$ cat src/rtl/score_timer.sv
// score_timer: BCD score/countdown bookkeeping with READY/PLAY/OVER game FSM
module score_timer #(
    parameter logic [15:0] COIN_PTS       = 16'h0010,
    parameter logic [15:0] STOMP_PTS      = 16'h0100,
    parameter logic [7:0]  TIME_START     = 8'h99,
    parameter int          FRAMES_PER_SEC = 60
) (
    input  logic        Clk,
    input  logic        Reset,
    input  logic        frame_clk,
    input  logic        start,
    input  logic        coin_alive,
    input  logic        gomba_dead,
    input  logic        mario_dead,
    input  logic        luigi_dead,
    output logic [23:0] score_digits,
    output logic        game_over,
    output logic        playing
);
    localparam int FW = FRAMES_PER_SEC > 1 ? $clog2(FRAMES_PER_SEC) : 1;
    typedef enum logic [1:0] {READY, PLAY, OVER} state_t;
    state_t state, state_n;
    logic frame_prev, coin_prev, gomba_prev, stomp_pend, pend_n;
    logic frame_ev, coin_ev, stomp_ev, both_dead, sec_tick, add_stomp, entry, carry;
    logic [15:0] score, score_n, addend, sum;
    logic [7:0] timer, timer_n, timer_dec;
    logic [FW-1:0] fcnt, fcnt_n;
    assign frame_ev  = frame_clk & ~frame_prev;
    assign coin_ev   = ~coin_alive & coin_prev;
    assign stomp_ev  = gomba_dead & ~gomba_prev;
    assign both_dead = mario_dead & luigi_dead;
    assign sec_tick  = frame_ev && fcnt == FW'(FRAMES_PER_SEC - 1);
    assign add_stomp = ~coin_ev & (stomp_ev | stomp_pend);
    assign addend    = coin_ev ? COIN_PTS : add_stomp ? STOMP_PTS : 16'h0000;
    assign timer_dec = timer[3:0] == 4'd0 ? {timer[7:4] == 4'd0 ? 4'd9 : timer[7:4] - 4'd1, 4'd9}
                                          : {timer[7:4], timer[3:0] - 4'd1};
    assign score_digits = {timer, score};
    always_ff @(posedge Clk or posedge Reset) begin
        if (Reset) state <= READY;
        else       state <= state_n;
    end
    always_comb begin
        state_n = state == PLAY ? ((both_dead || (sec_tick && timer == 8'h01)) ? OVER : PLAY)
                                : (start ? PLAY : state);
    end
    always_comb begin
        game_over = state == OVER;
        playing   = state == PLAY;
    end
    always_comb begin
        logic [4:0] d;
        sum   = '0;
        carry = 1'b0;
        d     = '0;
        for (int i = 0; i < 4; i++) begin
            d = {1'b0, score[4*i +: 4]} + {1'b0, addend[4*i +: 4]} + {4'd0, carry};
            carry = d > 5'd9;
            sum[4*i +: 4] = carry ? d[3:0] + 4'd6 : d[3:0];
        end
    end
    always_comb begin
        entry   = state != PLAY && state_n == PLAY;
        score_n = entry ? 16'h0000 : state == PLAY ? (carry ? 16'h9999 : sum) : score;
        timer_n = entry ? TIME_START : (state == PLAY && sec_tick && !both_dead) ? timer_dec : timer;
        fcnt_n  = entry ? '0 : (state == PLAY && frame_ev) ? (sec_tick ? '0 : fcnt + FW'(1)) : fcnt;
        pend_n  = !entry && state == PLAY && coin_ev && (stomp_pend || stomp_ev);
    end
    always_ff @(posedge Clk or posedge Reset) begin
        if (Reset) begin
            frame_prev <= 1'b0;
            coin_prev  <= 1'b0;
            gomba_prev <= 1'b0;
            stomp_pend <= 1'b0;
            score      <= 16'h0000;
            timer      <= TIME_START;
            fcnt       <= '0;
        end else begin
            frame_prev <= frame_clk;
            coin_prev  <= coin_alive;
            gomba_prev <= gomba_dead;
            stomp_pend <= pend_n;
            score      <= score_n;
            timer      <= timer_n;
            fcnt       <= fcnt_n;
        end
    end
endmodule

$ cat config.mk
export PLATFORM = sky130hd
export DESIGN_NAME = score_timer
export DESIGN_NICKNAME = d
export VERILOG_FILES = /design/src/rtl/score_timer.sv
export SDC_FILE = /design/constraint.sdc
export NUM_CORES = 1
export LEC_CHECK = 0
export ABC_CLOCK_PERIOD_IN_PS = 6600
export CORE_ASPECT_RATIO = 2
export CORE_MARGIN = 10
export CORE_UTILIZATION = 56
export CTS_BUF_LIST = sky130_fd_sc_hd__clkbuf_8
export CTS_CLUSTER_SIZE = 24
export DETAILED_ROUTE_END_ITERATION = 16
export PLACE_DENSITY = 0.82
export SLEW_MARGIN = 40
export SYNTH_ARGS = -nofsm -noshare
export SYNTH_HDL_FRONTEND = slang
export SYNTH_SLANG_ARGS = --single-unit
$ cat constraint.sdc
create_clock -name Clk -period 6.6 [get_ports Clk]
set_clock_uncertainty 0.1 [all_clocks]
set_input_delay 1.98 -clock Clk [delete_from_list [all_inputs] [get_ports Clk]]
set_output_delay 1.98 -clock Clk [all_outputs]
set_load 0.02 [all_outputs]
==> impl_metrics.ini <==
[status]
status = complete, no violations

[placement]
dp_cells = 338
dp_slack_ns = -0.377
io_buffers = 33
hpwl_mm = 4.03
place_congestion = 0.836
placed_area_sq_mm = 0.00280

[hold_path]
hold_path_depth = 2
hold_path_class = flop to flop

[power_and_ir_drop]
leakage_nw = 1.26
powerDensity_mw_per_mm2 = 217
vdd_drop_max_mv = 0.209
total_power_uw = 651

[layout]
fin_area_sq_mm = 0.00300
layoutNonFillerInstCount = 346
syn_to_final_growth_pct = 31.5
drive_gt1_share_pct = 19.7
final_common_cell = clkdlybuf4s50_1
diodes = 0
nets = 316
most-common-layout-cells = clkdlybuf4s50_1, dfrtp_1, buf_4

[cts]
cts_sinks = 36
post_cts_buffers = 0
clkLatencyLatePin_ns = 0.29
cts_tree = done
root_buffer = clkbuf_8
cts-htree-levels = 2
cts_buffers = 5
clk_pin_slew_ns = 0.07
clockBufferDepth = 2

[sta]
max_freq_ghz = 0.156
hold_viol = 0
slew_viol_final = 0
post-route-period-util_pct = 97.3
setup_viol = 0
fin_ws_ns = 0.178
tightest_slew_ns = 0.740
fin_crit_ns = 6.42
slew_headroom_pct = 50.6
tns_ns = 0
rsz0062_at_grt = no

[synthesis]
async_flop_share_pct = 100
synthSimpleGateAreaFrac_pct = 21.4
synthDistinctLibCells = 59
synthMuxAreaShare_pct = 3.18
ys_seq_area_share_pct = 39.7
syn-num-nets = 263
synth_edf_count = 0
synth.cell_area_sq_mm = 0.00228
synth_top_family_by_area = simple AND/OR/NAND/NOR gates
synth_fa_ha_area_share_pct = 8.33
yosys_warnings = 0
synth-compound-area-share_pct = 20.1
synth_area_per_cell_sq_um = 9.47
synthCells = 241
ys_ff_latch = 36
synth_flop_cell = dfrtp_1
synth_xor_area_share_pct = 2.30

[drt]
firstDrtPassIters = 4
routed_wl_mm = 5.57
drtIter0Drc = 80
drc = 0
viasPerCell = 5.79
num_vias = 2004
postRouteAntennaNets = 0
avgRoutedWirePerCell_um = 16.1

[critical_path]
crit_path_start_kind = primary input
arrival_ns = 6.50
path_cells = clkdlybuf4s50_1, nor2b_1, fa_2, ha_4, or2_2, a21oi_1, or3_4, fa_2, inv_2, ha_4, mux2_2, nor2_1, a211o_1, inv_1, ha_2, ha_4, nand2b_4, a31oi_4, o31ai_4, buf_4, nor4b_2, a221o_1
path_depth = 22
critPathMaxFanout = 5
required_ns = 6.68
cpMaxStageDelayCell = clkdlybuf4s50_1
cpPeakStageDelay_ns = 0.47
r2r_cells = 26
crit_type = primary input to flop
crit_path_frequent_cell = ha_4
critPathTopFamily = adder cells
end_kind = flop
cp.buffers_inverters = 4

[floorplanning]
coreArea_sq_mm = 0.00388
floorplan.initialDensity_pct = 58.8
die_y_um = 110
die_x_um = 65.2
ios = 34
rows = 32
dieArea_sq_mm = 0.00719

[grt]
grt_max_degree = 37
grt_usage_pct = 15.7
grt_pass1_vias = 2105
overflow = 0
grt_pass1_wl_mm = 9.18
antenna_found_initial = 0

[run]
maxCapViolCount = 0
## repair_timing
action	in CTS	in global routing
endpoints found under the setup margin	9	15
pin swaps	1	3
hold buffers	0	0
gates resized for setup	3	18
hold endpoints to repair	0	0
## layer usage
| layer | up-vias | track usage (%) | share of wire (%) |
|---|---|---|---|
| met5 | - | 0 | 0 |
| met4 | 0 | 8.31 | 2.3 |
| met3 | 17 | 3.03 | 3.8 |
| met2 | 50 | 30.2 | 55 |
| met1 | 957 | 15.2 | 39 |
| li1 | 980 | - | - |
## report_power, final
group	leakage [nW]	switching (mW)	internal, mW
logic	0.744	0.118	0.103
clock network	0.0486	0.0806	0.0833
registers	0.473	0.0250	0.240
total	1.26	0.224	0.427
## synth_stat cells, drive strengths merged, types with 3 or more instances
master  count  area [sq um]
o211ai      3          22.5
nor2b       6          37.5
nand2      17          63.8
buf         3          27.5
dfstp       4           105
nor3b       3          22.5
dfrtp      32           801
clkbuf      7          27.5
a31oi       3          18.8
nand2b      6          37.5
xnor2       5          43.8
nand3b      5          37.5
nor2       20          75.1
ha         12           150
inv        16          60.1
nor3        7          40.0
nand3       7          35.0
o22ai       3          18.8
mux2i       5          50.1
a21oi       7          35.0
o31ai       4          35.0
o21ai      21           105
a22o        5          43.8
## final timing paths
kind,from,endpoint,slack (ns)
hold / removal,timer[5]$_DFFE_PP0P_,timer[5]$_DFFE_PP0P_,0.43
max in group asynchronous,Reset,timer[0]$_DFFE_PP1P_,4.06
min in group asynchronous,Reset,fcnt[2]$_DFFE_PP0P_,2.00
hold reg to reg,timer[5]$_DFFE_PP0P_,timer[5]$_DFFE_PP0P_,0.43
setup / recovery,coin_alive,score[6]$_DFFE_PP0P_,0.18
setup reg to reg,score[1]$_DFFE_PP0P_,score[6]$_DFFE_PP0P_,1.07
## worst reg2reg max path, delay by kind of cell (launching register included)
family | cells | cell delay (ns)
adder cells (fa/ha/maj) | 8 | 2.14
AO/OA/AOI/OAI | 7 | 1.22
AND/OR/NAND/NOR | 5 | 0.78
buffers and inverters | 5 | 0.49
flip-flops | 1 | 0.38
multiplexers | 1 | 0.33
## layout make-up
cell class / instances / area, sq um
timing repair buffer: 56 / 503
inverter: 16 / 60.1
tap: 51 / 63.8
multi-input combinational: 179 / 1380
clock inverter: 2 / 11.3
clock buffer: 6 / 82.6
fill: 272 / 881
sequential: 36 / 906
## stage by stage
stage	util [%]	hold slack, ns
6_report	77.3	0.434
2_1_floorplan	-	0.389
4_1_cts	74.8	0.438
3_5_place_dp	72.0	0.420
5_1_grt	77.3	0.461
3_3_place_gp	72.0	0.409
## logic make-up (layout without fill, tap and decap cells)
family / Yosys count / in the layout
AND/OR/NAND/NOR: 85 / 85
AO/OA/AOI/OAI: 67 / 67
flip-flops: 36 / 36
buffers and inverters: 26 / 80
adder cells (fa/ha/maj): 14 / 14
multiplexers: 7 / 7
XOR/XNOR: 6 / 6
## registers in the layout (all words and copies together), names as in the netlist
signal / count
coin_prev: 1
stomp_pend: 1
state: 2
timer: 8
frame_prev: 1
gomba_prev: 1
fcnt: 6
score: 16
Note: power is estimated with default switching activity, not from simulation.
